<file path="config.mk">
export PLATFORM = sky130hd
export DESIGN_NAME = el2_dccm_port_arb
export DESIGN_NICKNAME = d
export VERILOG_FILES = /design/src/rtl/el2_pkg.sv /design/src/rtl/el2_dccm_init_seq.sv /design/src/rtl/el2_dccm_port_arb.sv
export SDC_FILE = /design/constraint.sdc
export NUM_CORES = 1
export LEC_CHECK = 0
export CAP_MARGIN = 15
export CORE_AREA = 2 2 218 220
export DETAILED_ROUTE_END_ITERATION = 6
export DIE_AREA = 0 0 220 222
export PLACE_DENSITY_LB_ADDON = 0.12
export SYNTH_ARGS = -nofsm -noshare
export SYNTH_HDL_FRONTEND = slang
export SYNTH_HIERARCHICAL = 1
export SYNTH_SLANG_ARGS = --single-unit
</file>
<file path="constraint.sdc">
create_clock -name clk -period 7.2 [get_ports clk]
set_input_delay 2.16 -clock clk [delete_from_list [all_inputs] [get_ports clk]]
set_output_delay 2.16 -clock clk [all_outputs]
set_load 0.05 [all_outputs]
</file>
<file path="src/rtl/el2_pkg.sv">
// Shared types for the EL2 DCCM port arbiter.
// The arbiter is either zero-filling the banks or serving requesters.
package el2_pkg;

    typedef enum logic {
        INIT = 1'b0,
        RUN  = 1'b1
    } el2_dccm_arb_state_e;

endpackage

</file>
<file path="src/rtl/el2_dccm_init_seq.sv">
// Power-on zero-fill sequencer for the DCCM banks.
// Walks every bank row once, then hands the banks over to the arbiter.
module el2_dccm_init_seq
    import el2_pkg::*;
#(
    parameter int IDX_W = 12
) (
    input  logic             clk,
    input  logic             rst_l,
    output logic             init_active,
    output logic [IDX_W-1:0] init_row,
    output logic             init_done
);

    el2_dccm_arb_state_e state;

    always_ff @(posedge clk or negedge rst_l) begin
        if (!rst_l) begin
            state     <= INIT;
            init_row  <= '0;
            init_done <= 1'b0;
        end else begin
            unique case (state)
                INIT: begin
                    init_row <= init_row + IDX_W'(1);
                    if (&init_row) begin
                        state     <= RUN;
                        init_done <= 1'b1;
                    end
                end
                RUN: begin
                    state <= RUN;
                end
            endcase
        end
    end

    assign init_active = (state == INIT);

endmodule

</file>
<file path="src/rtl/el2_dccm_port_arb.sv">
// Two-port (LSU/DMA) arbiter onto the banked DCCM SRAMs.
// Grants both ports on disjoint banks, round-robins on bank conflicts.
module el2_dccm_port_arb
    import el2_pkg::*;
#(
    parameter int DCCM_BITS       = 16,
    parameter int DCCM_NUM_BANKS  = 4,
    parameter int DCCM_DATA_WIDTH = 32,
    parameter int DCCM_ECC_WIDTH  = 7,
    localparam int BANK_BITS      = $clog2(DCCM_NUM_BANKS),
    localparam int IDX_W          = DCCM_BITS - BANK_BITS - 2
) (
    input  logic                                           clk,
    input  logic                                           rst_l,
    output logic                                           init_done,
    input  logic [1:0]                                     req,
    input  logic [1:0]                                     we,
    input  logic [1:0][DCCM_BITS-1:0]                      addr,
    input  logic [1:0][DCCM_DATA_WIDTH-1:0]                wdata,
    input  logic [1:0][DCCM_ECC_WIDTH-1:0]                 wecc,
    output logic [1:0]                                     gnt,
    output logic [1:0]                                     rvalid,
    output logic [1:0][DCCM_DATA_WIDTH-1:0]                rdata,
    output logic [1:0][DCCM_ECC_WIDTH-1:0]                 recc,
    output logic [DCCM_NUM_BANKS-1:0]                      dccm_clken,
    output logic [DCCM_NUM_BANKS-1:0]                      dccm_wren_bank,
    output logic [DCCM_NUM_BANKS-1:0][IDX_W-1:0]           dccm_addr_bank,
    output logic [DCCM_NUM_BANKS-1:0][DCCM_DATA_WIDTH-1:0] dccm_wr_data_bank,
    output logic [DCCM_NUM_BANKS-1:0][DCCM_ECC_WIDTH-1:0]  dccm_wr_ecc_bank,
    input  logic [DCCM_NUM_BANKS-1:0][DCCM_DATA_WIDTH-1:0] dccm_bank_dout,
    input  logic [DCCM_NUM_BANKS-1:0][DCCM_ECC_WIDTH-1:0]  dccm_bank_ecc
);

    logic                       init_active;
    logic [IDX_W-1:0]           init_row;
    logic [1:0][BANK_BITS-1:0]  bank;
    logic [1:0][IDX_W-1:0]      idx;
    logic [1:0][BANK_BITS-1:0]  bank_q;
    logic                       ptr;
    logic                       conflict;
    logic                       unused_byte_offset;

    el2_dccm_init_seq #(
        .IDX_W (IDX_W)
    ) u_init_seq (
        .clk         (clk),
        .rst_l       (rst_l),
        .init_active (init_active),
        .init_row    (init_row),
        .init_done   (init_done)
    );

    always_comb begin
        for (int p = 0; p < 2; p++) begin
            bank[p] = addr[p][BANK_BITS+1:2];
            idx[p]  = addr[p][DCCM_BITS-1:BANK_BITS+2];
        end
    end

    // Bank accesses are word-wide; the byte offset never reaches the SRAM.
    assign unused_byte_offset = ^{addr[0][1:0], addr[1][1:0]};

    assign conflict = (&req) && (bank[0] == bank[1]);
    assign gnt[0]   = ~init_active & req[0] & (~conflict | ~ptr);
    assign gnt[1]   = ~init_active & req[1] & (~conflict | ptr);

    // Pointer moves to the loser, and only when a conflict was resolved.
    always_ff @(posedge clk or negedge rst_l) begin
        if (!rst_l) begin
            ptr <= 1'b0;
        end else if (~init_active & conflict) begin
            ptr <= ~ptr;
        end
    end

    always_comb begin
        for (int b = 0; b < DCCM_NUM_BANKS; b++) begin
            dccm_clken[b]        = 1'b0;
            dccm_wren_bank[b]    = 1'b0;
            dccm_addr_bank[b]    = '0;
            dccm_wr_data_bank[b] = '0;
            dccm_wr_ecc_bank[b]  = '0;
            if (init_active) begin
                dccm_clken[b]     = 1'b1;
                dccm_wren_bank[b] = 1'b1;
                dccm_addr_bank[b] = init_row;
            end else begin
                for (int p = 0; p < 2; p++) begin
                    if (gnt[p] && (bank[p] == BANK_BITS'(b))) begin
                        dccm_clken[b]        = 1'b1;
                        dccm_wren_bank[b]    = we[p];
                        dccm_addr_bank[b]    = idx[p];
                        dccm_wr_data_bank[b] = wdata[p];
                        dccm_wr_ecc_bank[b]  = wecc[p];
                    end
                end
            end
        end
    end

    always_ff @(posedge clk or negedge rst_l) begin
        if (!rst_l) begin
            rvalid <= '0;
            bank_q <= '0;
        end else begin
            for (int p = 0; p < 2; p++) begin
                rvalid[p] <= gnt[p] & ~we[p];
                if (gnt[p] & ~we[p]) begin
                    bank_q[p] <= bank[p];
                end
            end
        end
    end

    always_comb begin
        for (int p = 0; p < 2; p++) begin
            rdata[p] = dccm_bank_dout[bank_q[p]];
            recc[p]  = dccm_bank_ecc[bank_q[p]];
        end
    end

endmodule

</file>
After elaboration in Yosys (flattened, before gate mapping)
Index checks and enable logic that the tools add are counted.
- flip-flop bits (word level): 21
- word-level logic and storage cells: 115
- input bits: 272
- equality and inequality tests: 7
- reduce and logical (&&, ||, !) cells: 14
- add/sub/neg operators: 1
- $lt $le $gt $ge: 2
- bitwise logic cells: 14
- multiplexer cells: 70
- operators by type and width (operator ; number):
    2-to-1 mux 32 bit ; 14
    2-to-1 mux 12 bit ; 12
    binary-select mux 32 bit (select 2 bit) ; 2
    2-to-1 mux 7 bit ; 14
    binary-select mux 7 bit (select 2 bit) ; 2
    2-to-1 mux 1 bit ; 25
    AND reduction 13 bit ; 1
    adder 12 x 1 -> 12 bit (second input constant) ; 1
    AND reduction 12 bit ; 1
    logical AND 1 bit ; 9
    == test 2 bit (second input constant) ; 4
    bitwise AND 1 bit ; 7
    < comparator 2 x 3 -> 1 bit (second input constant) ; 2
    NOT 1 bit ; 5
    == test 2 x 1 -> 1 bit (second input constant) ; 2
    logical NOT 2 bit ; 2
    == test 2 bit ; 1
    bitwise OR 1 bit ; 2
    one-hot mux 1 bit (2 select lines) ; 1
    AND reduction 2 bit ; 1

Depth between registers and ports, before layout
- word-level depth: 9
- depth in mapped cells: 8
- depth with buffers taken out: 5

Hierarchy
Netlist, hierarchy kept.
- modules (own cells, without submodules) (module ; area an instance (sq um) ; cells an instance ; times used):
    el2_dccm_port_arb ; 4778.3 ; 500 ; 1
    el2_dccm_init_seq ; 615.6 ; 49 ; 1

Worst setup path after synthesis
OpenSTA, ideal clock, no wires.
- path kind: input -> output
- from: in addr[19] (netlist name)
- to: out dccm_wren_bank[3]
- path slack: 0.950 ns
- stages on the path: 5
- arrival time: 4.090 ns
- cells stage by stage: clkbuf_1 xor2_1 or4_1 nand3_1 o21ai_0
- cells in the longest elaborated chain, start to end: 9
- RTL lines (item ; RTL line ; text):
    start, declared ; el2_dccm_port_arb.sv:18 ; input logic [1:0][DCCM_BITS-1:0] addr,
    == test 2 bit ; el2_dccm_port_arb.sv:63 ; assign conflict = (&req) && (bank[0] == bank[1]);
    logical AND 1 bit ; el2_dccm_port_arb.sv:63 ;
    NOT 1 bit ; el2_dccm_port_arb.sv:64, el2_dccm_port_arb.sv:65 ;
    bitwise OR 1 bit ; el2_dccm_port_arb.sv:64 ; assign gnt[0] = ~init_active & req[0] & (~conflict | ~ptr);
    bitwise AND 1 bit ; el2_dccm_port_arb.sv:64 ;
    logical AND 1 bit ; el2_dccm_port_arb.sv:89 ; if (gnt[p] && (bank[p] == BANK_BITS'(b))) begin
    2-to-1 mux 1 bit ; el2_dccm_port_arb.sv:89 ;
    2-to-1 mux 1 bit (*) ; el2_dccm_port_arb.sv:89 ;
    2-to-1 mux 1 bit (*) ; el2_dccm_port_arb.sv:83 ; if (init_active) begin
    end, declared ; el2_dccm_port_arb.sv:26 ; output logic [DCCM_NUM_BANKS-1:0] dccm_wren_bank,
Every way passes the cells marked *; elsewhere a longest branch is shown, timed or not.

==> flow_summary.toml <==
[run_status]
status = "finished clean"

[logic_synthesis]
synth_cell_types = 44
synth_top_family_by_area = "compound AO/OA/AOI/OAI gates"
ys_ff_latch = 21
synthFlopType = "dfrtp_1"
synth_compound_area_share_pct = 35.8
async_reset_ff_share_pct = 100
avgSynthCellArea_um2 = 9.82
synth-xor-area-share_pct = 2.57
yosysTopAreaCellShare_pct = 32.6
synthCells = 549
synth_warnings = 6
yosysSeqAreaShare_pct = 9.74
syn-num-nets = 822
synth_adder_area_share_pct = 0.232
synthTopCellsByArea = "mux4_2 33%, a22o_1 25%, dfrtp_1 9.7%, a32oi_1 6.2%, nor2_1 4.6%"
syn_area_mm2 = 0.00539
synthMuxAreaShare_pct = 33.6
yosys.area_share.simple_pct = 11.7
post-synth-top-area-cell = "mux4_2"
synth_edf_count = 0

[placed_design]
gp_congestion = 0.750
portBuffers = 562
place_area_mm2 = 0.0124
place_ws_ps = 407
dp_hpwl_um = 33300

[route]
drc_errors = 0
viasPerCell = 4.51
wire_per_inst_um = 24.8
drtPass1Iterations = 4
vias = 7554
postRouteAntennaNets = 0
wirelength_um = 41400
drtIter0Drc = 318

[floorplan]
num_io_pins = 567
die_w_um = 220
start_util_pct = 11.7
die_h_um = 222
coreArea_mm2 = 0.0463
die_area_mm2 = 0.0488
rows = 79

[sta]
hold_violations = 0
fin_tns_setup_ps = 0
worst_slew_pin_slew_ps = 829
relSlewSlack_pct = 44.7
fmax_mhz = 147
finalSetupViolations = 0
fin_skew_ps = 4.70
drv_slew = 0
setup_ws_ps = 394
fin_crit_ps = 6810
rsz0062_at_grt = "false"
period_share_pct = 94.5

[layout]
drive_gt1_share_pct = 33.3
fin_util_pct = 27.1
layout.nets = 1337
syn2layout_area_growth_pct = 133
final_area_mm2 = 0.0125

[critical_path]
critPathMaxStageDelay_ps = 700
critPathTopFamily = "buffers and inverters"
rrSetupSlack_ps = 4510
worstSetupEndpointType = "output pin"
crit_path_start_kind = "primary input"
path_cells = "clkdlybuf4s50_1 > nand2_1 > o41ai_4 > nor2b_4 > buf_12 > a22o_1 > buf_4"
critPathKind = "in -> out"
endpoint = "dccm_wr_data_bank[14]"
rr_worst_depth = 5
crit_slowest_cell = "clkdlybuf4s50_1"
path_max_fanout = 23
timing.rr.start = "u_init_seq/state"
worst_ep_arrival_time_ps = 4650
startpoint = "req[1]"
r2r-end = "bank_q[3]"
cp.depth = 7
path_buf_inv = 3
critPathRequiredTime_ps = 5040

[clock_tree]
htreeDepth = 1
cts-buffers-inserted = 3
clockBufferDepth = 2
clockRootBuffer = "clkbuf_16"
cts_tree = "built"
ctsHoldBuffers = 0
cts_setup_buffers = 0
clock-sinks = 21
clk_pin_slew_worst_paths_ps = 60
postCtsResizedCells = 0
clkLatencyLatePin_ps = 260

[run]
cap_violations = 0

[power_and_ir_drop]
p_leak_nw = 4.66
ir_drop_mv = 0.0891
power_per_cell_area_mw_per_mm2 = 48.9
p_total_mw = 0.614

[grt]
antenna_found_initial = 8
grt_pass1_vias = 7954
grt_max_degree = 54
grt_use_total_pct = 16.1
grt_first_pass_wirelength_um = 58200
overflow = 0

[min_path]
holdCritPathClass = "reg -> reg"
## area by class of cell
cell class / instances / area, µm²
Fill cell: 4907 / 33700
Timing Repair Buffer: 588 / 6580
Multi-Input combinational cell: 446 / 4560
Tap cell: 607 / 759
Sequential cell: 21 / 531
Clock buffer: 3 / 75.1
Inverter: 4 / 15.0
Antenna cell: 4 / 10.0
Clock inverter: 1 / 7.51
## registers in the layout (all words and copies together), names as in the netlist
signal and cells:
bank_q 4, rvalid 2, ptr 1, u_init_seq/state 1, u_init_seq/init_row 12, u_init_seq/init_done 1
## synth_stat cells (3+ instances only)
library cell / number
dfrtp_1: 21
or3_1: 5
mux4_2: 78
inv_1: 3
nand2_1: 10
nand4_1: 7
xnor2_1: 12
mux2_2: 5
or2_2: 13
buf_2: 21
o21a_1: 4
nand3_1: 5
a22o_1: 156
a32oi_1: 38
and4_1: 3
a221oi_1: 12
nor2_1: 66
nor2b_1: 4
clkbuf_1: 55
## metal layers
layer,part of all wire [%],GRT usage (%)
met1,35,16.6
met2,52,30.0
met3,11,6.69
met4,2.0,3.51
met5,0.053,0
## worst min path at each step
stage	from	endpoint	cells after the start
after global placement	u_init_seq/init_row[10]	u_init_seq/init_row[10]	1
after global routing	u_init_seq/init_row[10]	u_init_seq/init_row[10]	1
after detailed placement	u_init_seq/init_row[10]	u_init_seq/init_row[10]	1
after CTS	u_init_seq/init_row[10]	u_init_seq/init_row[10]	1
after floorplan	u_init_seq/init_row[11]	u_init_seq/init_row[11]	1
final	u_init_seq/init_row[10]	u_init_seq/init_row[10]	1
## power by group
part / total, mW / leakage (nW) / internal (mW) / switching, mW
Clock: 0.123 / 0.0371 / 0.0753 / 0.0473
Combinational: 0.373 / 4.35 / 0.201 / 0.172
Sequential: 0.118 / 0.272 / 0.118 / 0
## per-stage QoR
stage	std cells	hold slack, ps
2_1_floorplan	549	460
3_3_place_gp	1665	488
3_5_place_dp	1665	481
4_1_cts	1669	495
5_1_grt	1674	526
6_report	1674	490
## cell usage in the layout (no fill, tap or decap), types with 2 or more instances in the layout
cell type	synthesis	final
clkdlybuf4s50_1	0	348
a22o_1	156	156
buf_4	0	137
buf_12	0	102
mux4_2	78	78
nor2_1	66	65
a32oi_1	38	38
dfrtp_1	21	17
or2_2	13	13
xnor2_1	12	12
a221oi_1	12	12
nand2_1	10	10
nand4_1	7	7
nand3_1	5	5
or3_1	5	5
mux2_2	5	5
diode_2	0	4
o21a_2	0	4
dfrtp_2	0	4
inv_1	3	3
and4_1	3	3
nor2b_1	4	3
clkbuf_16	0	3
xor2_1	2	2
nor4bb_1	2	2
and2_1	2	2
a41o_1	2	2
## worst register-to-register path, cell delays in order, from the launching register on
cell      delay [ps]
dfrtp_1          440
inv_1            570
clkinv_1         730
o41ai_4          330
nor3_1           190
mux2_2           310
## kinds of logic (layout without fill, tap and decap cells)
kind of cell / Yosys count / in the layout
other cells: 0 / 4
flops: 21 / 21
xor+xnor: 15 / 15
mux: 83 / 83
buf+inv: 82 / 596
compound gates: 219 / 219
fa+ha+maj: 1 / 1
simple gates: 128 / 128
Note: power is estimated with default switching activity, not from simulation.
==> edit 1, RTL diff (same settings) <==
Change the parameter `DCCM_BITS` from 16 to 24.
--- a/src/rtl/el2_dccm_port_arb.sv
+++ b/src/rtl/el2_dccm_port_arb.sv
@@ -5,3 +5,3 @@
 #(
-    parameter int DCCM_BITS       = 16,
+    parameter int DCCM_BITS       = 24,
     parameter int DCCM_NUM_BANKS  = 4,
Ports: changed (resized addr and dccm_addr_bank); port bits go from 567 to 615. No check against the original RTL was run, so the function may have changed too.
==> edit 1 against the original RTL <==
- worst hold slack worse by 0.029 ns
- total power up 58%
- area after synthesis up 25%
- sequential share of layout area up 0.35 points
- worst setup slack worse by 0.079 ns
- sequential cell count up 8
- wire length up 21%
- critical path depth unchanged
- design area up 27%
==> edit 1: results (changes against the original RTL) <==
OUTCOME='finished, final reports clean'  # unchanged
LAYOUT_CELL_SHARE_WITH_DRIVE_STRENGTH_BEYOND_1=0.304  # was 0.333
SYNTH_COMPOUND_AREA_FRAC=0.315  # was 0.358
TIMING.REG2REG.WORST_PATH_DEPTH=4  # was 5
FINALNETCOUNT=1599  # was 1337
GLOBALROUTETOTALUTIL=0.197  # was 0.161
WORST_SKEW_PAIR.LATE_LATENCY_NS=0.28  # was 0.26 ns
SYNTH-SEQ-AREA-SHARE=0.108  # was 0.0974
PG_COMB_mW=0.588  # was 0.373 mW
SYNTH-ADDER-AREA-SHARE=0.00186  # was 0.00232
PLACED_AREA_SQ_UM=15800  # was 12400 sq um
SYNTH_COMMONEST_CELLS='sky130_fd_sc_hd__a22o_1, sky130_fd_sc_hd__nand3_1, sky130_fd_sc_hd__mux4_2'  # was sky130_fd_sc_hd__a22o_1, sky130_fd_sc_hd__mux4_2, sky130_fd_sc_hd__nor2_1
ROUTED_VIA_DENSITY=4.88  # was 4.51
CRITICAL_PATH_ARRIVAL_NS=4.72  # was 4.65 ns
PLACED_WIRE_LENGTH_ESTIMATE_UM=39600  # was 33300 um
WORST_HOLD_PATH.ENDPOINT='u_init_seq/init_done'  # was u_init_seq/init_row[10]
MAPPEDNETLISTNETS=1046  # was 822
DETAILEDROUTE.FIRSTITERATIONVIOLATIONS=448  # was 318
POWER_PER_CELL_AREA_nW_PER_UM2=61.0  # was 48.9 nW/um^2
REGTOREGENDPOINT='bank_q[1]'  # was bank_q[3]
PLACEMENT.IO_BUFFERS=610  # was 562
FILL_CELLS=4664  # was 4907
MUX_SHARE_OF_POST_SYNTHESIS_CELL_AREA=0.268  # was 0.336
POWER_FRAC_SEQ=0.187  # was 0.192
FIN_SKEW_NS=0.00484  # was 0.00470 ns
DP_CELLS=1910  # was 1665
==> edit 1: through the flow <==
stage / utilization / setup WS [ns] / hold WS (ns)
floorplan: - / 0.907 / 0.477
global placement: 0.341 / 0.293 / 0.443
detailed placement: 0.341 / 0.301 / 0.461
CTS: 0.344 / 0.295 / 0.474
global route: 0.344 / 0.101 / 0.513
finish: 0.345 / 0.315 / 0.461
==> edit 1: layout make-up <==
cell class	count	area (sq um)	area share
clock inverters	3	17.5	0.00110
inverters	10	40.0	0.00251
diodes	3	7.51	0.000471
clock buffers	5	125	0.00785
flip-flops and latches	29	731	0.0458
well taps	607	759	0.0476
repair buffers	644	8650	0.542
multi-input cells	620	5610	0.352
==> edit 1: per-layer routing <==
| metal | vias to the layer above | track usage | part of all wire |
|---|---|---|---|
| li1 | 4188 | - | - |
| met1 | 4746 | 0.231 | 0.39 |
| met2 | 406 | 0.361 | 0.52 |
| met3 | 24 | 0.0524 | 0.082 |
| met4 | 2 | 0.0301 | 0.014 |
| met5 | - | 0 | 0.00026 |
==> edit 2, RTL diff (same flow settings) <==
Without the edit above. Reset style: synchronous (`rst_l`), changed in 3 clocked blocks.
--- a/src/rtl/el2_dccm_init_seq.sv
+++ b/src/rtl/el2_dccm_init_seq.sv
@@ -16,3 +16,3 @@
 
-    always_ff @(posedge clk or negedge rst_l) begin
+    always_ff @(posedge clk) begin
         if (!rst_l) begin
--- a/src/rtl/el2_dccm_port_arb.sv
+++ b/src/rtl/el2_dccm_port_arb.sv
@@ -67,3 +67,3 @@
     // Pointer moves to the loser, and only when a conflict was resolved.
-    always_ff @(posedge clk or negedge rst_l) begin
+    always_ff @(posedge clk) begin
         if (!rst_l) begin
@@ -100,3 +100,3 @@
 
-    always_ff @(posedge clk or negedge rst_l) begin
+    always_ff @(posedge clk) begin
         if (!rst_l) begin
Behaviour: differs if rst_l is asserted again (counterexample within 4 cycles, from zero or initial values and one cycle with rst_l low); with rst_l held inactive, the same outputs for 10 cycles.
==> edit 2 against the original RTL <==
- design area rose by 4.6%
- worst setup slack improved by 0.0057 ns
- highest routed layer unchanged
- sequential cell count did not move
- area after synthesis fell by 4.4%
- critical path depth did not move
- clock skew fell by 0.0024 ns
- global-route usage fell by 0.37 points
- wire length fell by 1.3%
- total power rose by 5.8%
==> edit 2: results (changes against the original RTL) <==
OUTCOME='finished, final reports clean'  # unchanged
POWER.IR.VDD_WORST_uV=71.7  # was 89.1 uV
MET2_WIRELENGTH_UM=21200  # was 21400 um
SYNTH_AREA_PER_CELL_SQ_UM=9.91  # was 9.82 sq um
R2R_START='u_init_seq/state'  # unchanged
ANTENNA_FOUND_INITIAL=5  # was 8
MAPPEDNETLISTNETS=793  # was 822
MUX_SHARE_OF_POST_SYNTHESIS_CELL_AREA=0.356  # was 0.336
SYNTH_COMPOUND_AREA_FRAC=0.382  # was 0.358
GLOBALROUTETOTALUTIL=0.157  # was 0.161
PLACE_WS_NS=0.419  # was 0.407 ns
USE_MET1=0.184  # was 0.166
YOSYS-TOP-CELLS-AREA='sky130_fd_sc_hd__mux4_2, sky130_fd_sc_hd__a22o_1, sky130_fd_sc_hd__dfxtp_1'  # was sky130_fd_sc_hd__mux4_2, sky130_fd_sc_hd__a22o_1, sky130_fd_sc_hd__dfrtp_1
LAYOUT_CELL_SHARE_WITH_DRIVE_STRENGTH_BEYOND_1=0.327  # was 0.333
CRIT_PATH_MAX_INCR_DELAY_NS=0.56  # was 0.70 ns
POST_ROUTE_HOLD_SLACK_NS=0.464  # was 0.490 ns
SYNTH-SEQ-AREA-SHARE=0.0816  # was 0.0974
CRIT_END='dccm_addr_bank[34]'  # was dccm_wr_data_bank[14]
STATIC-LEAKAGE-POWER_nW=4.59  # was 4.66 nW
FINALNETCOUNT=1314  # was 1337
SYNTHARSTFLOPSHARE=0  # was 1.00
FILL_CELLS=4751  # was 4907
WORST_HOLD_PATH.ENDPOINT='u_init_seq/init_done'  # was u_init_seq/init_row[10]
WL_MET1_UM=15600  # was 14500 um
SYNTHXORXNORAREAFRAC=0.0182  # was 0.0257
ANTENNA_CELLS_INSERTED=0  # was 4
CRITICAL_PATH_ARRIVAL_NS=4.64  # was 4.65 ns
WIRE_LENGTH_OF_THE_FIRST_GLOBAL_ROUTING_PASS_UM=57100  # was 58200 um
CRITICAL_PATH.STARTPOINT='addr[19]'  # was req[1]
GLOBAL_ROUTE.USAGE.MET2=0.291  # was 0.300
POWER_PER_CELL_AREA_nW_PER_UM2=49.5  # was 48.9 nW/um^2
[edit 2: cell count changes after synthesis, moves of 13 or more]
cell	unedited run	this run
sky130_fd_sc_hd__clkbuf_1	55	29
sky130_fd_sc_hd__nor2_1	66	10
sky130_fd_sc_hd__a32oi_1	38	0
sky130_fd_sc_hd__o21ai_0	2	15
sky130_fd_sc_hd__or2_2	13	0
sky130_fd_sc_hd__o22ai_1	0	48
sky130_fd_sc_hd__dfrtp_1	21	0
sky130_fd_sc_hd__dfxtp_1	0	21
[edit 2: report_power, final]
group / switching [mW] / total (mW) / internal, mW
logic: 0.200 / 0.411 / 0.211
registers: 0.00268 / 0.120 / 0.118
clock network: 0.0426 / 0.117 / 0.0746
total: 0.245 / 0.649 / 0.404
[edit 2: area by class of cell]
type | instances | share of cell area
timing repair buffer | 586 | 0.566
multi-input combinational | 419 | 0.335
tap | 607 | 0.0579
sequential | 21 | 0.0324
clock buffer | 3 | 0.00572
inverter | 10 | 0.00286
clock inverter | 1 | 0.000381
